## config.mk

```make
export PLATFORM = sky130hd
export DESIGN_NAME = hilo_muldiv
export DESIGN_NICKNAME = d
export VERILOG_FILES = /design/src/rtl/hilo_muldiv.sv
export SDC_FILE = /design/constraint.sdc
export NUM_CORES = 2
export LEC_CHECK = 0
export ABC_AREA = 1
export BUFFER_PORTS_ARGS = -buffer_cell sky130_fd_sc_hd__buf_4
export CORE_MARGIN = 2
export CORE_UTILIZATION = 60
export CTS_CLUSTER_SIZE = 8
export DETAILED_ROUTE_END_ITERATION = 6
export PLACE_DENSITY = 0.8
export SLEW_MARGIN = 20
export SYNTH_ARGS = -nofsm -noshare
export SYNTH_HDL_FRONTEND = slang
export SYNTH_SLANG_ARGS = --single-unit
```

## constraint.sdc

```tcl
create_clock -name clk -period 7.4 [get_ports clk]
set_input_delay 0.37 -clock clk [delete_from_list [all_inputs] [get_ports clk]]
set_output_delay 0.37 -clock clk [all_outputs]
set_load 0.005 [all_outputs]
```

## src/rtl/hilo_muldiv.sv

```systemverilog
// Multi-cycle multiply/divide unit owning the HI/LO register pair.
// Sign-magnitude datapath: operands are latched as magnitudes, signs are restored in FIN.
module hilo_muldiv #(
  parameter int MUL_CYCLES = 4
) (
  input  logic        clk,
  input  logic        rst_n,
  input  logic        start,
  input  logic [2:0]  op,
  input  logic [31:0] A,
  input  logic [31:0] B,
  input  logic        flush,
  input  logic        hilo_sel,
  output logic [31:0] RHLOut,
  output logic        busy,
  output logic        done
);

  localparam int CNT_MAX = (MUL_CYCLES > 32) ? MUL_CYCLES : 32;
  localparam int CW      = $clog2(CNT_MAX) + 1;

  typedef enum logic [1:0] {S_IDLE, S_MUL, S_DIV, S_FIN} state_t;

  state_t        state_q, state_d;
  logic [CW-1:0] cnt_q, cnt_d;
  logic [31:0]   a_q, a_d, b_q, b_d;
  logic [31:0]   rem_q, rem_d;
  logic [31:0]   hi_q, hi_d, lo_q, lo_d;
  logic          neg_q, neg_d, rneg_q, rneg_d;
  logic          div0_q, div0_d, is_div_q, is_div_d;
  logic          done_q, done_d;

  logic        is_signed;
  logic [31:0] abs_a, abs_b;
  logic [63:0] prod, prod_fix;
  logic [32:0] r_shift, diff;
  logic [31:0] quo_fix, rem_fix;

  assign is_signed = ~op[0];
  assign abs_a     = (is_signed && A[31]) ? (~A + 32'd1) : A;
  assign abs_b     = (is_signed && B[31]) ? (~B + 32'd1) : B;

  // a_q/b_q are stable through all of MUL, so the product is a multicycle path into FIN.
  assign prod     = {32'd0, a_q} * {32'd0, b_q};
  assign prod_fix = neg_q ? (~prod + 64'd1) : prod;

  // Restoring step: a_q doubles as the dividend shift-out / quotient shift-in register.
  assign r_shift = {rem_q, a_q[31]};
  assign diff    = r_shift - {1'b0, b_q};
  assign quo_fix = neg_q  ? (~a_q + 32'd1)   : a_q;
  assign rem_fix = rneg_q ? (~rem_q + 32'd1) : rem_q;

  always_comb begin
    state_d  = state_q;
    cnt_d    = cnt_q;
    a_d      = a_q;
    b_d      = b_q;
    rem_d    = rem_q;
    hi_d     = hi_q;
    lo_d     = lo_q;
    neg_d    = neg_q;
    rneg_d   = rneg_q;
    div0_d   = div0_q;
    is_div_d = is_div_q;
    done_d   = 1'b0;
    case (state_q)
      S_IDLE: begin
        if (start && !flush) begin
          case (op)
            3'b000, 3'b001: begin
              a_d      = abs_a;
              b_d      = abs_b;
              neg_d    = is_signed & (A[31] ^ B[31]);
              cnt_d    = '0;
              is_div_d = 1'b0;
              state_d  = S_MUL;
            end
            3'b010, 3'b011: begin
              a_d      = abs_a;
              b_d      = abs_b;
              neg_d    = is_signed & (A[31] ^ B[31]);
              rneg_d   = is_signed & A[31];
              div0_d   = (B == 32'd0);
              rem_d    = '0;
              cnt_d    = '0;
              is_div_d = 1'b1;
              state_d  = S_DIV;
            end
            3'b100:  hi_d = A;
            3'b101:  lo_d = A;
            default: ;
          endcase
        end
      end
      S_MUL: begin
        if (flush) begin
          state_d = S_IDLE;
        end else if (cnt_q == CW'(MUL_CYCLES - 1)) begin
          state_d = S_FIN;
        end else begin
          cnt_d = cnt_q + 1'b1;
        end
      end
      S_DIV: begin
        if (flush) begin
          state_d = S_IDLE;
        end else begin
          rem_d = diff[32] ? r_shift[31:0] : diff[31:0];
          a_d   = {a_q[30:0], ~diff[32]};
          if (cnt_q == CW'(31)) state_d = S_FIN;
          else                  cnt_d   = cnt_q + 1'b1;
        end
      end
      S_FIN: begin
        state_d = S_IDLE;
        if (!flush) begin
          done_d = 1'b1;
          if (is_div_q) begin
            // Divide-by-zero: remainder already equals A, quotient forced to all ones.
            hi_d = rem_fix;
            lo_d = div0_q ? 32'hFFFF_FFFF : quo_fix;
          end else begin
            {hi_d, lo_d} = prod_fix;
          end
        end
      end
      default: state_d = S_IDLE;
    endcase
  end

  always_ff @(posedge clk or negedge rst_n) begin
    if (!rst_n) begin
      state_q  <= S_IDLE;
      cnt_q    <= '0;
      a_q      <= '0;
      b_q      <= '0;
      rem_q    <= '0;
      hi_q     <= '0;
      lo_q     <= '0;
      neg_q    <= 1'b0;
      rneg_q   <= 1'b0;
      div0_q   <= 1'b0;
      is_div_q <= 1'b0;
      done_q   <= 1'b0;
    end else begin
      state_q  <= state_d;
      cnt_q    <= cnt_d;
      a_q      <= a_d;
      b_q      <= b_d;
      rem_q    <= rem_d;
      hi_q     <= hi_d;
      lo_q     <= lo_d;
      neg_q    <= neg_d;
      rneg_q   <= rneg_d;
      div0_q   <= div0_d;
      is_div_q <= is_div_d;
      done_q   <= done_d;
    end
  end

  assign RHLOut = hilo_sel ? hi_q : lo_q;
  assign busy   = (state_q != S_IDLE);
  assign done   = done_q;

endmodule

```

[After elaboration in Yosys (flattened, before gate mapping)]
Index checks and enable logic that the tools add are counted.
W data, S select, Z words.
Word-level totals
  word-level logic and storage cells: 120
  flip-flop bits (word level): 173
Operators by class
  add/sub/neg operators: 7
  reduce and logical (&&, ||, !) cells: 24
  mux-type cells: 43
  eq/ne operators: 23
  multipliers: 1
  bitwise gates (word level): 10
Operators with widths (number)
  $mux W32: 21
  $pmux W32 S2: 4
  $add A32 B1 Y32 const B: 4
  $not A32 Y32: 4
  $add A64 B1 Y64 const B: 1
  $mul A32 B32 Y64: 1
  $mux W64: 1
  $not A64 Y64: 1
  $mux W6: 6
  $sub A33 B32 Y33: 1
  $logic_not A32 Y1: 1
  $reduce_and A4 Y1: 5
  $pmux W6 S3: 1
  $ne A2 B2 Y1 const B: 7
  $mux W2: 5
  $reduce_and A3 Y1: 3
  $pmux W2 S4: 1
  $reduce_bool A2 Y1: 4
  $reduce_and A7 Y1: 1
  $add A6 B1 Y6 const B: 1
  $eq A3 B2 Y1 const B: 2
  $eq A3 B3 Y1 const B: 2
  $eq A6 B2 Y1 const B: 1
  $eq A6 B5 Y1 const B: 1
  19 further kinds: 29

[Longest topological paths before layout]
  depth in word-level cells: 7
  gate-level depth with buffers: 44

[Worst setup path before layout]
OpenSTA, ideal clock, no wires.
  path type: reg2reg
  start: register a_q[25]
  end: register hi_q[20]
  arrival time: 7144 ps
  buffers on the path: 2
  setup time: 73 ps
  stages on the path, launching flop included: 39
  required time: 7327 ps
  setup slack: 183 ps
  cell sequence: dfrtp_1 -> clkbuf_1 -> clkbuf_1 -> nand2_1 -> inv_1 -> fa_1 -> fa_1 -> inv_1 -> fa_1 -> fa_1 -> inv_1 -> fa_1 -> fa_1 -> fa_1 -> inv_1 -> fa_1 -> inv_1 -> ha_1 -> (+3 left out) -> nand2_1 -> a21oi_1 -> nand2_1 -> nand2_2 -> nand2_1 -> nand2_1 -> nand2_1 -> nor2_1 -> nand2_1 -> nor2_2 -> nand2_1 -> nand2_1 -> nand2_1 -> nand2_1 -> nand2_1 -> o21ai_1 -> nand2_1 -> a21oi_2
Between the ends
  word-level cells in the longest chain between the ends: 7
Ends and longest elaborated chain
  start, declared: RTL line 26  | logic [31:0] a_q, a_d, b_q, b_d;
  start signal, assigned: RTL line 135  | a_q <= '0;
  start signal, assigned: RTL line 148  | a_q <= a_d;
  $mul A32 B32 Y64 (*): RTL line 44  | assign prod = {32'd0, a_q} * {32'd0, b_q};
  $not A64 Y64: RTL line 45  | assign prod_fix = neg_q ? (~prod + 64'd1) : prod;
  $add A64 B1 Y64: RTL line 45
  $mux W64 (*): RTL line 45
  $mux W32 (*): RTL line 118  | if (is_div_q) begin
  $mux W32 (*): RTL line 116  | if (!flush) begin
  $pmux W32 S2 (*): RTL line 66  | case (state_q)
  end signal, assigned: RTL line 151  | hi_q <= hi_d;
  end, declared: RTL line 28  | logic [31:0] hi_q, hi_d, lo_q, lo_d;
Mark *: on every way between the ends. The rest lies on a longest branch, timed or not. The select of a mux whose other input is x is not followed.
A chain may end at the register's enable or synchronous reset.

[Final worst setup path]
  start: register a_q[24]
  end: register hi_q[18]
The elaborated chain is that of the path after synthesis.

==> results_dict.tcl <==
set metrics [dict create \
    maxSlewViolCount 0 \
    synth_common_cells "2182 x nand2_1, 1943 x inv_1, 897 x fa_1" \
    synth_xor_area_frac 0.0177 \
    vias 50900 \
    worstPathRequired_ns 7.82 \
    globalRouteOverflowTotal 0 \
    status "complete, but fails checks" \
    antenna_found_initial 8 \
    top_usage_layer "met2" \
    portBuffers 105 \
    synth_top_family_by_area "adder cells" \
    r2r_slack_ns -0.51 \
    numClockSinks 173 \
    synth_warnings 0 \
    critPathArrivalTime_ns 8.33 \
    htree_levels 4 \
    coreArea_mm2 0.0854 \
    whs_ns 0.0725 \
    synth_fa_ha_area_frac 0.421 \
    nets 9196 \
    synth_cell_types 55 \
    grt_util_met1 0.554 \
    max_slew_margin 0.281 \
    setup_violations 46 \
    wl_per_cell_um 20.7 \
    drtIter0Drc 5675 \
    min_to "done" \
    clk_pin_slew_ns 0.10 \
    crit_path_start_kind "flip-flop" \
    failed_checks "negative setup slack" \
    globalplace.congestion 1.05 \
    drcViolationCount 0 \
    worst_pin_slew_ns 1.07 \
    ys_seq_elements 173 \
    start_util 0.607 \
    fin_worst_skew_ns 0.0242 \
    setup_ws_ns -0.511 \
    finalCriticalPeriod_ns 7.91 \
    ios 106 \
    netlist_area_mm2 0.0518 \
    criticalPathCategory "flip-flop to flip-flop" \
    cp_num_buf_inv 6 \
    hold_viol 0 \
    globalRouteTotalUtil 0.425 \
    maxCapViolCount 0 \
    synth_flop_cell "dfrtp_1" \
    synth-edff-count 0 \
    die_area_mm2 0.0888 \
    syn_avg_cell_area_um2 6.93 \
    row_count 107 \
    drive_gt1_frac 0.172 \
    grt_max_degree 85 \
    yosysTopAreaCell "fa_1" \
    grt_util_met3 0.0888 \
    cp_top_family "adder cells" \
    fill_cells 6830 \
    fin_crit_sh 1.07 \
    synth_compound_area_frac 0.0708 \
    synth_top_cell_area_share 0.346 \
    cpPeakStageDelay_ns 0.59 \
    grt_pass1_vias 51900 \
    fin_util 0.720 \
    end_kind "flip-flop" \
    ys_async_sr_fraction 1.00 \
    hold_class "primary input to flip-flop" \
    r2r_end "hi_q[18]" \
    ant_nets 0 \
    clk_path_buf_depth 2 \
    syn-instance-count 7478 \
    hold_path_depth 2 \
    seq_area_frac_synth 0.0835 \
    die_y_um 298 \
    cts_tree "built" \
    fmax_mhz 126 \
    vias_per_cell 5.60 \
    die_w_um 298 \
    crit_top_cell "fa_1" \
    fin_area_mm2 0.0615 \
    dp_hpwl_um 154000 \
    wl_um 188000 \
    rsz0062_at_grt "true" \
    synthTopCellsByArea "fa_1 35%, nand2_1 16%, inv_1 14%" \
    synth_fp_nets 8754 \
    r2r_cells 33 \
    crit_path_max_fanout 7 \
    area_growth_pct 18.6 \
    clock_latency_ns 0.50 \
    cts-root-buf "clkbuf_16" \
    synth_mux_area_frac 0.00521 \
    numCtsBuffers 17 \
    grt_pass1_wl_um 289000 \
    hp-start "flush" \
    post_dp_cell_area_mm2 0.0583 \
    first_pass_iters 6 \
    yosysMostFrequentCell "nand2_1" \
    worst_path_max_delay_cell "fa_1" \
    crit-reg2reg-launch "a_q[24]" \
    globalRouteMet2Util 0.667 \
    synth_simple_gate_area_frac 0.234 \
]
[cell usage in the layout (no fill, tap or decap), types with 166 or more instances in the layout]
cell type  synthesis  layout
buf_4              5     677
inv_1           1943    1919
a21oi_1          223     190
nor2_1           385     316
nand2_1         2182    2007
nand3_1          224     197
ha_1             307     269
nand2_2           38     183
fa_1             897     876
dfrtp_1          173     166
o21ai_0          254     242
[cells by family (layout without fill, tap and decap cells)]
group / Yosys count / count (layout)
and+or+nand+nor: 3002 / 3002
buffers and inverters: 2310 / 2765
adders and majority gates: 1204 / 1204
AOI/OAI and AO/OA: 660 / 660
DFF: 173 / 173
xor gates and xnor gates: 105 / 105
muxes: 24 / 24
other: 0 / 4
[flip-flops by register name, summed over array words and instances (netlist names), 2 cells and up]
name     cells
b_q         32
lo_q        32
cnt_q        6
hi_q        32
state_q      2
rem_q       32
a_q         32
[per-stage QoR]
step                setup WS [ns]  setup TNS (ns)  cells
finish                     -0.511          -14.96   9081
global route               -0.802          -28.76   9077
CTS                        -0.353           -9.01   9053
detailed placement         -0.746          -21.75   8996
global placement           -0.753          -19.21   8996
floorplan                   0.183               0   7478
[layout make-up]
type,instances,area (um^2),area share
Antenna cell,4,10.0,0.000163
Clock buffer,17,425,0.00692
Clock inverter,15,216,0.00352
Inverter,1961,7360,0.120
Multi-Input combinational cell,4995,40800,0.663
Sequential cell,173,4340,0.0706
Tap cell,1144,1430,0.0233
Timing Repair Buffer,772,6910,0.112
[per-layer routing]
metal	wire length [um]	up-vias
li1	-	22700
met1	70700	24500
met2	83300	3032
met3	20900	705
met4	13300	8
met5	51	-
[worst reg2reg max path, delay by kind of cell (launching register included)]
kind                     cells  cell delay (ns)
buffers and inverters        6             0.64
adder cells (fa/ha/maj)      9             4.40
AO/OA/AOI/OAI                5             0.95
AND/OR/NAND/NOR             13             1.41
flip-flops                   1             0.48
[worst max path at each step]
stage,end,slack [ns],cells past startpoint,start
after global placement,hi_q[20],-0.75,37,b_q[17]
after detailed placement,hi_q[20],-0.75,38,a_q[23]
final,hi_q[18],-0.51,33,a_q[24]
after floorplan,hi_q[20],0.18,38,a_q[25]
after CTS,hi_q[20],-0.35,36,a_q[26]
after global routing,hi_q[20],-0.80,37,a_q[27]
[timing repair]
action | in CTS | in global routing
endpoints found under the hold margin | 65 | 0
endpoints found under the setup margin | 46 | 51
hold buffers | 1 | 0
gates resized for setup | 314 | 215
pin swaps | 57 | 74
gates cloned | 2 | 2
setup buffers | 22 | 22
Power is not shown: default switching activity piles up to over one toggle a cycle in this logic, so the estimate is an artifact.
